## config.mk

```make
export PLATFORM = sky130hd
export DESIGN_NAME = prio_stim_gen_flat
export DESIGN_NICKNAME = d
export VERILOG_FILES = /design/src/rtl/prio_stim_gen_if.sv /design/src/rtl/prio_stim_gen.sv /design/src/flat_wrapper.sv
export SDC_FILE = /design/constraint.sdc
export NUM_CORES = 1
export LEC_CHECK = 0
export CAP_MARGIN = 40
export CORE_MARGIN = 1.5
export CORE_UTILIZATION = 30
export DETAILED_ROUTE_END_ITERATION = 8
export SYNTH_ARGS = -nofsm -noshare
export SYNTH_HDL_FRONTEND = slang
export SYNTH_SLANG_ARGS = --single-unit
```

## constraint.sdc

```tcl
create_clock -name clk -period 6.35 [get_ports clk]
set_input_delay 1.5875 -clock clk [delete_from_list [all_inputs] [get_ports clk]]
set_output_delay 1.5875 -clock clk [all_outputs]
set_load 0.01 [all_outputs]
```

## src/rtl/prio_stim_gen_if.sv

```systemverilog
// rtl/prio_stim_gen_if.sv - run-control, stimulus and response bundle for prio_stim_gen
interface prio_stim_gen_if #(
    parameter int IN_W    = 24,
    parameter int OUT_W   = 25,
    parameter int STEPS_W = 16
);
    logic               start;
    logic [STEPS_W-1:0] num_steps;
    logic [IN_W-1:0]    stim;
    logic [OUT_W-1:0]   resp;
    logic               resp_vld;
    logic [STEPS_W-1:0] step_idx;
    logic               busy;
    logic               done;
    logic [OUT_W-1:0]   sig;

    modport master (
        output start, num_steps, resp,
        input  stim, resp_vld, step_idx, busy, done, sig
    );

    modport slave (
        input  start, num_steps, resp,
        output stim, resp_vld, step_idx, busy, done, sig
    );
endinterface

```

## src/rtl/prio_stim_gen.sv

```systemverilog
// rtl/prio_stim_gen.sv - priority-group stimulus engine with optional MISR (PRIO_STIM_MISR_EN)
module prio_stim_gen #(
    parameter int                 IN_W     = 24,
    parameter int                 OUT_W    = 25,
    parameter int                 NGRP     = 3,
    parameter logic [4*NGRP-1:0]  PER_LOG2 = {4'd6, 4'd5, 4'd1},
    parameter int                 STEPS_W  = 16,
    parameter int                 SETTLE   = 1,
    parameter logic [OUT_W-1:0]   POLY     = 25'h1000009
) (
    input  logic           clk,
    input  logic           rst_n,
    prio_stim_gen_if.slave bus
);
    localparam int GW     = IN_W / NGRP;
    localparam int SCNT_W = $clog2(SETTLE + 2);
    // Wide enough that shifting by any 4-bit period exponent reads zeros above STEPS_W.
    localparam int EXT_W  = STEPS_W + GW + 16;

    typedef enum logic [2:0] {
        S_IDLE,
        S_APPLY,
        S_SETTLE,
        S_SAMPLE,
        S_DONE
    } state_t;

    state_t             state;
    logic [STEPS_W-1:0] n_q;
    logic [STEPS_W-1:0] step_q;
    logic [SCNT_W-1:0]  settle_cnt;
    logic [IN_W-1:0]    stim_q;
    logic [IN_W-1:0]    stim_next;
    logic [EXT_W-1:0]   step_ext;
    logic [3:0]         per;
    logic               resp_vld_q;
    logic               busy_q;
    logic               done_q;

    always_comb begin
        stim_next = stim_q;
        step_ext  = EXT_W'(step_q);
        per       = '0;
        for (int g = 0; g < NGRP; g++) begin
            per = PER_LOG2[4*g +: 4];
            if ((step_ext & ((EXT_W'(1) << per) - EXT_W'(1))) == '0)
                stim_next[g*GW +: GW] = GW'(step_ext >> per);
        end
    end

`ifdef PRIO_STIM_MISR_EN
    logic [OUT_W-1:0] sig_q;
    logic [OUT_W-1:0] misr_next;

    assign misr_next = {sig_q[OUT_W-2:0], ^(sig_q & POLY)} ^ bus.resp;

    always_ff @(posedge clk or negedge rst_n) begin
        if (!rst_n) begin
            sig_q <= '0;
        end else if (state == S_IDLE && bus.start) begin
            sig_q <= '0;
        end else if (state == S_SAMPLE) begin
            sig_q <= misr_next;
        end
    end

    assign bus.sig = sig_q;
`else
    assign bus.sig = '0;
`endif

    always_ff @(posedge clk or negedge rst_n) begin
        if (!rst_n) begin
            state      <= S_IDLE;
            n_q        <= '0;
            step_q     <= '0;
            settle_cnt <= '0;
            stim_q     <= '0;
            resp_vld_q <= 1'b0;
            busy_q     <= 1'b0;
            done_q     <= 1'b0;
        end else begin
            resp_vld_q <= 1'b0;
            done_q     <= 1'b0;
            case (state)
                S_IDLE: begin
                    if (bus.start) begin
                        n_q    <= bus.num_steps;
                        step_q <= '0;
                        stim_q <= '0;
                        busy_q <= 1'b1;
                        if (bus.num_steps == '0) begin
                            state  <= S_DONE;
                            done_q <= 1'b1;
                        end else begin
                            state <= S_APPLY;
                        end
                    end
                end
                S_APPLY: begin
                    stim_q     <= stim_next;
                    settle_cnt <= '0;
                    if (SETTLE == 0) begin
                        state      <= S_SAMPLE;
                        resp_vld_q <= 1'b1;
                    end else begin
                        state <= S_SETTLE;
                    end
                end
                S_SETTLE: begin
                    if (settle_cnt == SCNT_W'(SETTLE - 1)) begin
                        state      <= S_SAMPLE;
                        resp_vld_q <= 1'b1;
                    end else begin
                        settle_cnt <= settle_cnt + SCNT_W'(1);
                    end
                end
                S_SAMPLE: begin
                    if (step_q == n_q - STEPS_W'(1)) begin
                        state  <= S_DONE;
                        done_q <= 1'b1;
                    end else begin
                        step_q <= step_q + STEPS_W'(1);
                        state  <= S_APPLY;
                    end
                end
                S_DONE: begin
                    busy_q <= 1'b0;
                    state  <= S_IDLE;
                end
                default: state <= S_IDLE;
            endcase
        end
    end

    assign bus.stim     = stim_q;
    assign bus.resp_vld = resp_vld_q;
    assign bus.step_idx = step_q;
    assign bus.busy     = busy_q;
    assign bus.done     = done_q;
endmodule
```

## src/flat_wrapper.sv

```systemverilog
// flat-port wrapper written by rule: the top's interface ports become plain ports
module prio_stim_gen_flat 
#(
    parameter int                 IN_W     = 24,
    parameter int                 OUT_W    = 25,
    parameter int                 NGRP     = 3,
    parameter logic [4*NGRP-1:0]  PER_LOG2 = {4'd6, 4'd5, 4'd1},
    parameter int                 STEPS_W  = 16,
    parameter int                 SETTLE   = 1,
    parameter logic [OUT_W-1:0]   POLY     = 25'h1000009
)
  (clk, rst_n, bus_start, bus_num_steps, bus_resp, bus_stim, bus_resp_vld, bus_step_idx, bus_busy, bus_done, bus_sig);
  prio_stim_gen_if #(.IN_W(IN_W), .OUT_W(OUT_W), .STEPS_W(STEPS_W)) bus_i ();
  input  logic clk;
  input  logic rst_n;
  input wire logic [$bits(bus_i.start)-1:0] bus_start;
  input wire logic [$bits(bus_i.num_steps)-1:0] bus_num_steps;
  input wire logic [$bits(bus_i.resp)-1:0] bus_resp;
  output wire logic [$bits(bus_i.stim)-1:0] bus_stim;
  output wire logic [$bits(bus_i.resp_vld)-1:0] bus_resp_vld;
  output wire logic [$bits(bus_i.step_idx)-1:0] bus_step_idx;
  output wire logic [$bits(bus_i.busy)-1:0] bus_busy;
  output wire logic [$bits(bus_i.done)-1:0] bus_done;
  output wire logic [$bits(bus_i.sig)-1:0] bus_sig;
  assign bus_i.start = bus_start;
  assign bus_i.num_steps = bus_num_steps;
  assign bus_i.resp = bus_resp;
  assign bus_stim = bus_i.stim;
  assign bus_resp_vld = bus_i.resp_vld;
  assign bus_step_idx = bus_i.step_idx;
  assign bus_busy = bus_i.busy;
  assign bus_done = bus_i.done;
  assign bus_sig = bus_i.sig;
  prio_stim_gen #(.IN_W(IN_W), .OUT_W(OUT_W), .NGRP(NGRP), .PER_LOG2(PER_LOG2), .STEPS_W(STEPS_W), .SETTLE(SETTLE), .POLY(POLY)) u_core (.clk(clk), .rst_n(rst_n), .bus(bus_i));
endmodule
```

==> flow_summary.yaml, run 1 <==
status:
  status: "finished clean"
clocking:
  ctsHtreeMaxLevel: 3
  cts_buffers: 9
  cts_tree: "built"
  cts.sinks: 64
  post_cts_buffers: 0
  clkSlewWorstSetupHoldPaths_ns: 0.05
  clockBufferDepth: 2
  clk_latency_ns: 0.33
  cts_root_buffer: "clkbuf_16"
  hold_buffers: 0
  cts_resized: 0
grt:
  grt_max_degree: 65
  grt_overflow: 0
  grt_antenna_before_repair: 0
  grt_pass1_wl_um: 13830
  track_usage: 0.1383
  grt_pass1_vias: 2719
timing:
  post-route-min-period_ns: 3.248
  relSlewSlack: 0.4600
  rsz0062_at_grt: "no"
  min_period_over_period: 0.5115
  tns_ns: 0
  worst_pin_slew_ns: 0.8099
  setup_violations: 0
  skew_ns: 0.005583
  drv_slew: 0
  max_freq_mhz: 307.9
  hold_viol: 0
yosys:
  ys_seq_elements: 64
  synth_most_common_cell: "nand2_1"
  synth_adder_area_share: 0.01409
  synth.area.mux_share: 0.03417
  ys_types: 57
  syn_avg_cell_area_um2: 9.226
  synth-compound-area-share: 0.1405
  synth_top_family_by_area: "simple AND/OR/NAND/NOR gates"
  async_flop_share: 1.000
  synth_top_area_frac: 0.4509
  yosysTopAreaCell: "dfrtp_1"
  ys.warnings.count: 0
  synth_xor_area_frac: 0.04685
  synthSimpleGateAreaFrac: 0.2254
  synthTopCellsByArea: "dfrtp_1, nand2_1, buf_4"
  synth-main-ff-cell: "dfrtp_1"
  synth_edf_count: 0
  netlist_area_um2: 3552
  ys_seq_area_frac: 0.4509
  synth_cells: 385
  yosys-top-cells-count: "nand2_1, dfrtp_1, buf_4"
floorplanning:
  ioPinCount: 112
  dieArea_um2: 12500
  core_um2: 11470
  die_y_um: 111.8
  fp.dieW_um: 111.8
  rows: 39
  start_util: 0.3098
detailed_routing:
  via_count: 2877
  routed_wl_um: 8319
  drt_iter0_markers: 107
  dr.pass1.iters: 4
  ant_nets: 0
  drc: 0
  viasPerCell: 4.901
  drt-wirelength-per-cell_um: 14.17
critical_path:
  critical_path_required_ns: 4.76
  startpoint_type: "flip-flop"
  cpMaxStageDelayCell: "dfrtp_1"
  path_max_fanout: 14
  path_class: "reg -> out"
  path_cells: "clkdlybuf4s50_1"
  crit_path_end_kind: "output pin"
  path_delay_family: "flip-flops"
  crit_buf_inv: 1
  critPathMaxStageDelay_ns: 0.68
  cp_data_arrival_time_ns: 1.66
layout:
  drive_above_1_share: 0.07432
  nNetsFinal: 487
  multi_input_area_um2: 1732
  final_cell_count_no_fill: 587
  syn2layout_area_growth_pct: 26.63
  seq_area_um2: 1602
  final.fill_count: 1138
  antennaDiodeCount: 0
run:
  max-cap-violations: 0
pwr:
  p_per_area_nw_per_um2: 404.8
  ir_drop_v: 0.0001535
  leakage_nw: 2.008
place:
  portBuffers: 61
  gp_congestion: 0.8091
  numPlacedInstances: 571
  hpwl_um: 5957
min_path:
  min_path_type: "reg -> reg"
cell usage in the layout (no fill, tap or decap), drive strengths merged, types with 10 or more instances in the layout:
cell type	count
dfrtp	64
conb	25
a22o	17
clkdlybuf4s50	60
nor2	20
nand4	10
xor2	10
mux2i	11
o21ai	17
nand2	83
kinds of logic after synthesis:
kind of cell,count (synthesis)
AO/OA/AOI/OAI,69
other,1
AND/OR/NAND/NOR,162
flip-flops,64
XOR/XNOR,19
buffers and inverters,54
adder cells (fa/ha/maj),4
multiplexers,12
sequential cells by signal, summed over array words and instances, names as in the netlist:
name,cells
u_core.bus.busy,1
u_core.bus.done,1
u_core.bus.resp_vld,1
u_core.bus.step_idx,16
u_core.bus.stim,24
u_core.n_q,16
u_core.settle_cnt,2
u_core.state,3
metal layers:
layer | vias to the layer above | track usage | part of all wire
li1 | 1423 | - | -
met1 | 1343 | 0.1848 | 0.48
met2 | 101 | 0.2150 | 0.44
met3 | 10 | 0.03865 | 0.065
met4 | 0 | 0.04895 | 0.015
met5 | - | 0 | 0
final cells by class:
cell class	count	area share
Timing Repair Buffer	65	0.1413
Inverter	8	0.006676
Clock buffer	9	0.05007
Multi-Input combinational cell	291	0.3850
Tap cell	143	0.03978
Sequential cell	64	0.3561
Clock inverter	7	0.02114
final timing paths:
kind                                     endpoint  slack [ns]  cells past startpoint                    from
setup / recovery                  bus_step_idx[6]        3.10                      1  u_core.bus.step_idx[6]
hold / removal                u_core.bus.stim[12]        0.48                      2     u_core.bus.stim[12]
setup reg to reg           u_core.bus.step_idx[1]        3.20                     10           u_core.n_q[0]
hold reg to reg               u_core.bus.stim[12]        0.48                      2     u_core.bus.stim[12]
max in group asynchronous  u_core.bus.step_idx[8]        4.38                      2                   rst_n
min in group asynchronous     u_core.bus.resp_vld        1.44                      2                   rst_n
worst min-delay path: cells and delay by family (launching register included):
family	cells	cell delay [ns]
AO/OA/AOI/OAI	1	0.06
flip-flops	1	0.34
AND/OR/NAND/NOR	1	0.04
stage by stage:
stage          utilization  hold slack, ns  cell area, µm²  total power, mW  setup WS, ns
6_report            0.3923          0.4792            4498            1.821         3.102
5_1_grt             0.3923          0.5090            4498            1.946         3.010
4_1_cts             0.3923          0.4868            4498            1.839         3.093
3_5_place_dp        0.3643          0.4743            4178            1.302         2.780
3_3_place_gp        0.3637          0.4630            4170            1.278         2.552
2_1_floorplan            -          0.4652            3642            1.082         3.663
report_power, final:
group | internal (mW) | switching, mW
Combinational | 0.292 | 0.358
Sequential | 0.505 | 0.137
Clock | 0.344 | 0.185
Total | 1.14 | 0.680
Power figures use the tool's default switching activity.
==> inputs of run 2 (changes only) <==
==> constraint.sdc (replaced) <==
create_clock -name clk -period 3.1 [get_ports clk]
set_input_delay 0.775 -clock clk [delete_from_list [all_inputs] [get_ports clk]]
set_output_delay 0.775 -clock clk [all_outputs]
set_load 0.01 [all_outputs]
==> run 2 against run 1 <==
Against the previous run:
- sequential power grew 100%
- hold slack lost 0.0033 ns
- routed wire length up 4.8%
- largest cell class unchanged
- critical path type is now reg -> reg
==> flow_summary.yaml, run 2 (same netlist as run 1, synthesis figures left out) <==
status:
  status: "finished clean"
floorplanning:
  fp.dieW_um: 111.8
  core_um2: 11470
  die_y_um: 111.8
  start_util: 0.3098
  rows: 39
  ioPinCount: 112
  dieArea_um2: 12500
critical_path:
  cpMaxStageDelayCell: "dfrtp_1"
  crit_path_end_kind: "flip-flop"
  reg2reg_depth: 10
  crit_top_cell: "nand2_2"
  critical_path_required_ns: 3.32
  path_cells: "inv_1 -> ha_1 -> nor3b_1 -> and4b_2 -> mux2i_1 -> or3b_1 -> a211oi_2 -> nand2_2 -> nand2_2 -> mux2_2"
  path_max_fanout: 7
  crit_cells: 10
  cp_data_arrival_time_ns: 3.10
  path_class: "reg -> reg"
  crit_buf_inv: 1
  path_delay_family: "simple AND/OR/NAND/NOR gates"
  startpoint_type: "flip-flop"
  critPathMaxStageDelay_ns: 0.41
detailed_routing:
  drt_iter0_markers: 102
  via_count: 2902
  ant_nets: 0
  routed_wl_um: 8721
  drc: 0
  viasPerCell: 4.869
  dr.pass1.iters: 4
  drt-wirelength-per-cell_um: 14.63
grt:
  grt_overflow: 0
  track_usage: 0.1417
  grt_max_degree: 38
  grt_antenna_before_repair: 0
  grt_pass1_wl_um: 14120
  grt_pass1_vias: 2786
timing:
  hold_viol: 0
  tns_ns: 0
  max_freq_mhz: 347.4
  rsz0062_at_grt: "no"
  skew_ns: 0.004793
  setup_violations: 0
  drv_slew: 0
  post-route-min-period_ns: 2.878
  relSlewSlack: 0.5558
  worst_pin_slew_ns: 0.6662
  layout_setup_ws_ns: 0.2215
  min_period_over_period: 0.9285
place:
  portBuffers: 61
  gp_congestion: 0.7851
  pre_cts_slack_ns: 0.2150
  hpwl_um: 6231
clocking:
  post_cts_buffers: 0
  cts_tree: "built"
  clockBufferDepth: 2
  cts_resized: 0
  cts.sinks: 64
  clk_latency_ns: 0.33
  ctsHtreeMaxLevel: 3
  clkSlewWorstSetupHoldPaths_ns: 0.06
  cts_buffers: 9
  hold_buffers: 0
  cts_root_buffer: "clkbuf_16"
min_path:
  min_path_type: "in -> async"
pwr:
  ir_drop_v: 0.0004420
  leakage_nw: 2.063
  p_total_mw: 3.808
  p_per_area_nw_per_um2: 830.2
layout:
  layout_commonest_cell: "nand2_1"
  antennaDiodeCount: 0
  nNetsFinal: 496
  drive_above_1_share: 0.09272
  utilization: 0.4000
  largest_reg_flops: 24
  syn2layout_area_growth_pct: 29.13
  final_cell_mix: "nand2_1, dfrtp_1, clkdlybuf4s50_1"
run:
  max-cap-violations: 0
==> run 2: cell count changes in the layout (fill, tap and decap cells not counted) <==
cell	delta
buf_12	+1
clkinv_2	-2
buf_4	+8
clkinv_4	+3
clkinvlp_4	-1
==> run 2: final timing paths <==
| check | from | to | slack [ns] |
|---|---|---|---|
| setup reg to reg | u_core.n_q[1] | u_core.bus.step_idx[1] | 0.22 |
| max in group asynchronous | rst_n | u_core.bus.step_idx[11] | 1.99 |
| setup / recovery | u_core.n_q[1] | u_core.bus.step_idx[1] | 0.22 |
| hold / removal | rst_n | u_core.bus.step_idx[9] | 0.48 |
| hold reg to reg | u_core.bus.stim[13] | u_core.bus.stim[13] | 0.48 |
| min in group clk | u_core.bus.stim[13] | u_core.bus.stim[13] | 0.48 |
==> run 2: power breakdown <==
part	internal (mW)	leakage [nW]	total, mW	switching (mW)
Sequential	1.03	0.851	1.31	0.280
Combinational	0.626	1.05	1.38	0.753
Clock	0.712	0.160	1.12	0.404
Total	2.37	2.06	3.81	1.44
==> run 2: stage by stage <==
step           instances  hold WS, ns  area, µm²
4_1_cts              596       0.4873       4587
3_3_place_gp         580       0.4642       4258
3_5_place_dp         580       0.4742       4258
5_1_grt              596       0.5218       4587
2_1_floorplan        409       0.4652       3642
6_report             596       0.4759       4587
==> run 2: routing by layer <==
| layer | GRT usage | share of wire | vias to the layer above |
|---|---|---|---|
| li1 | - | - | 1424 |
| met1 | 0.1911 | 0.48 | 1371 |
| met2 | 0.2232 | 0.45 | 96 |
| met3 | 0.03865 | 0.063 | 11 |
| met4 | 0.04135 | 0.0092 | 0 |
| met5 | 0 | 0 | - |
==> run 2: cell type report <==
class | count | area [µm²]
clock buffer | 9 | 225.2
clock inverter | 7 | 103.9
fill | 1143 | 6880
inverter | 8 | 30.03
multi-input combinational | 291 | 1732
sequential | 64 | 1602
tap | 143 | 178.9
timing repair buffer | 74 | 715.7
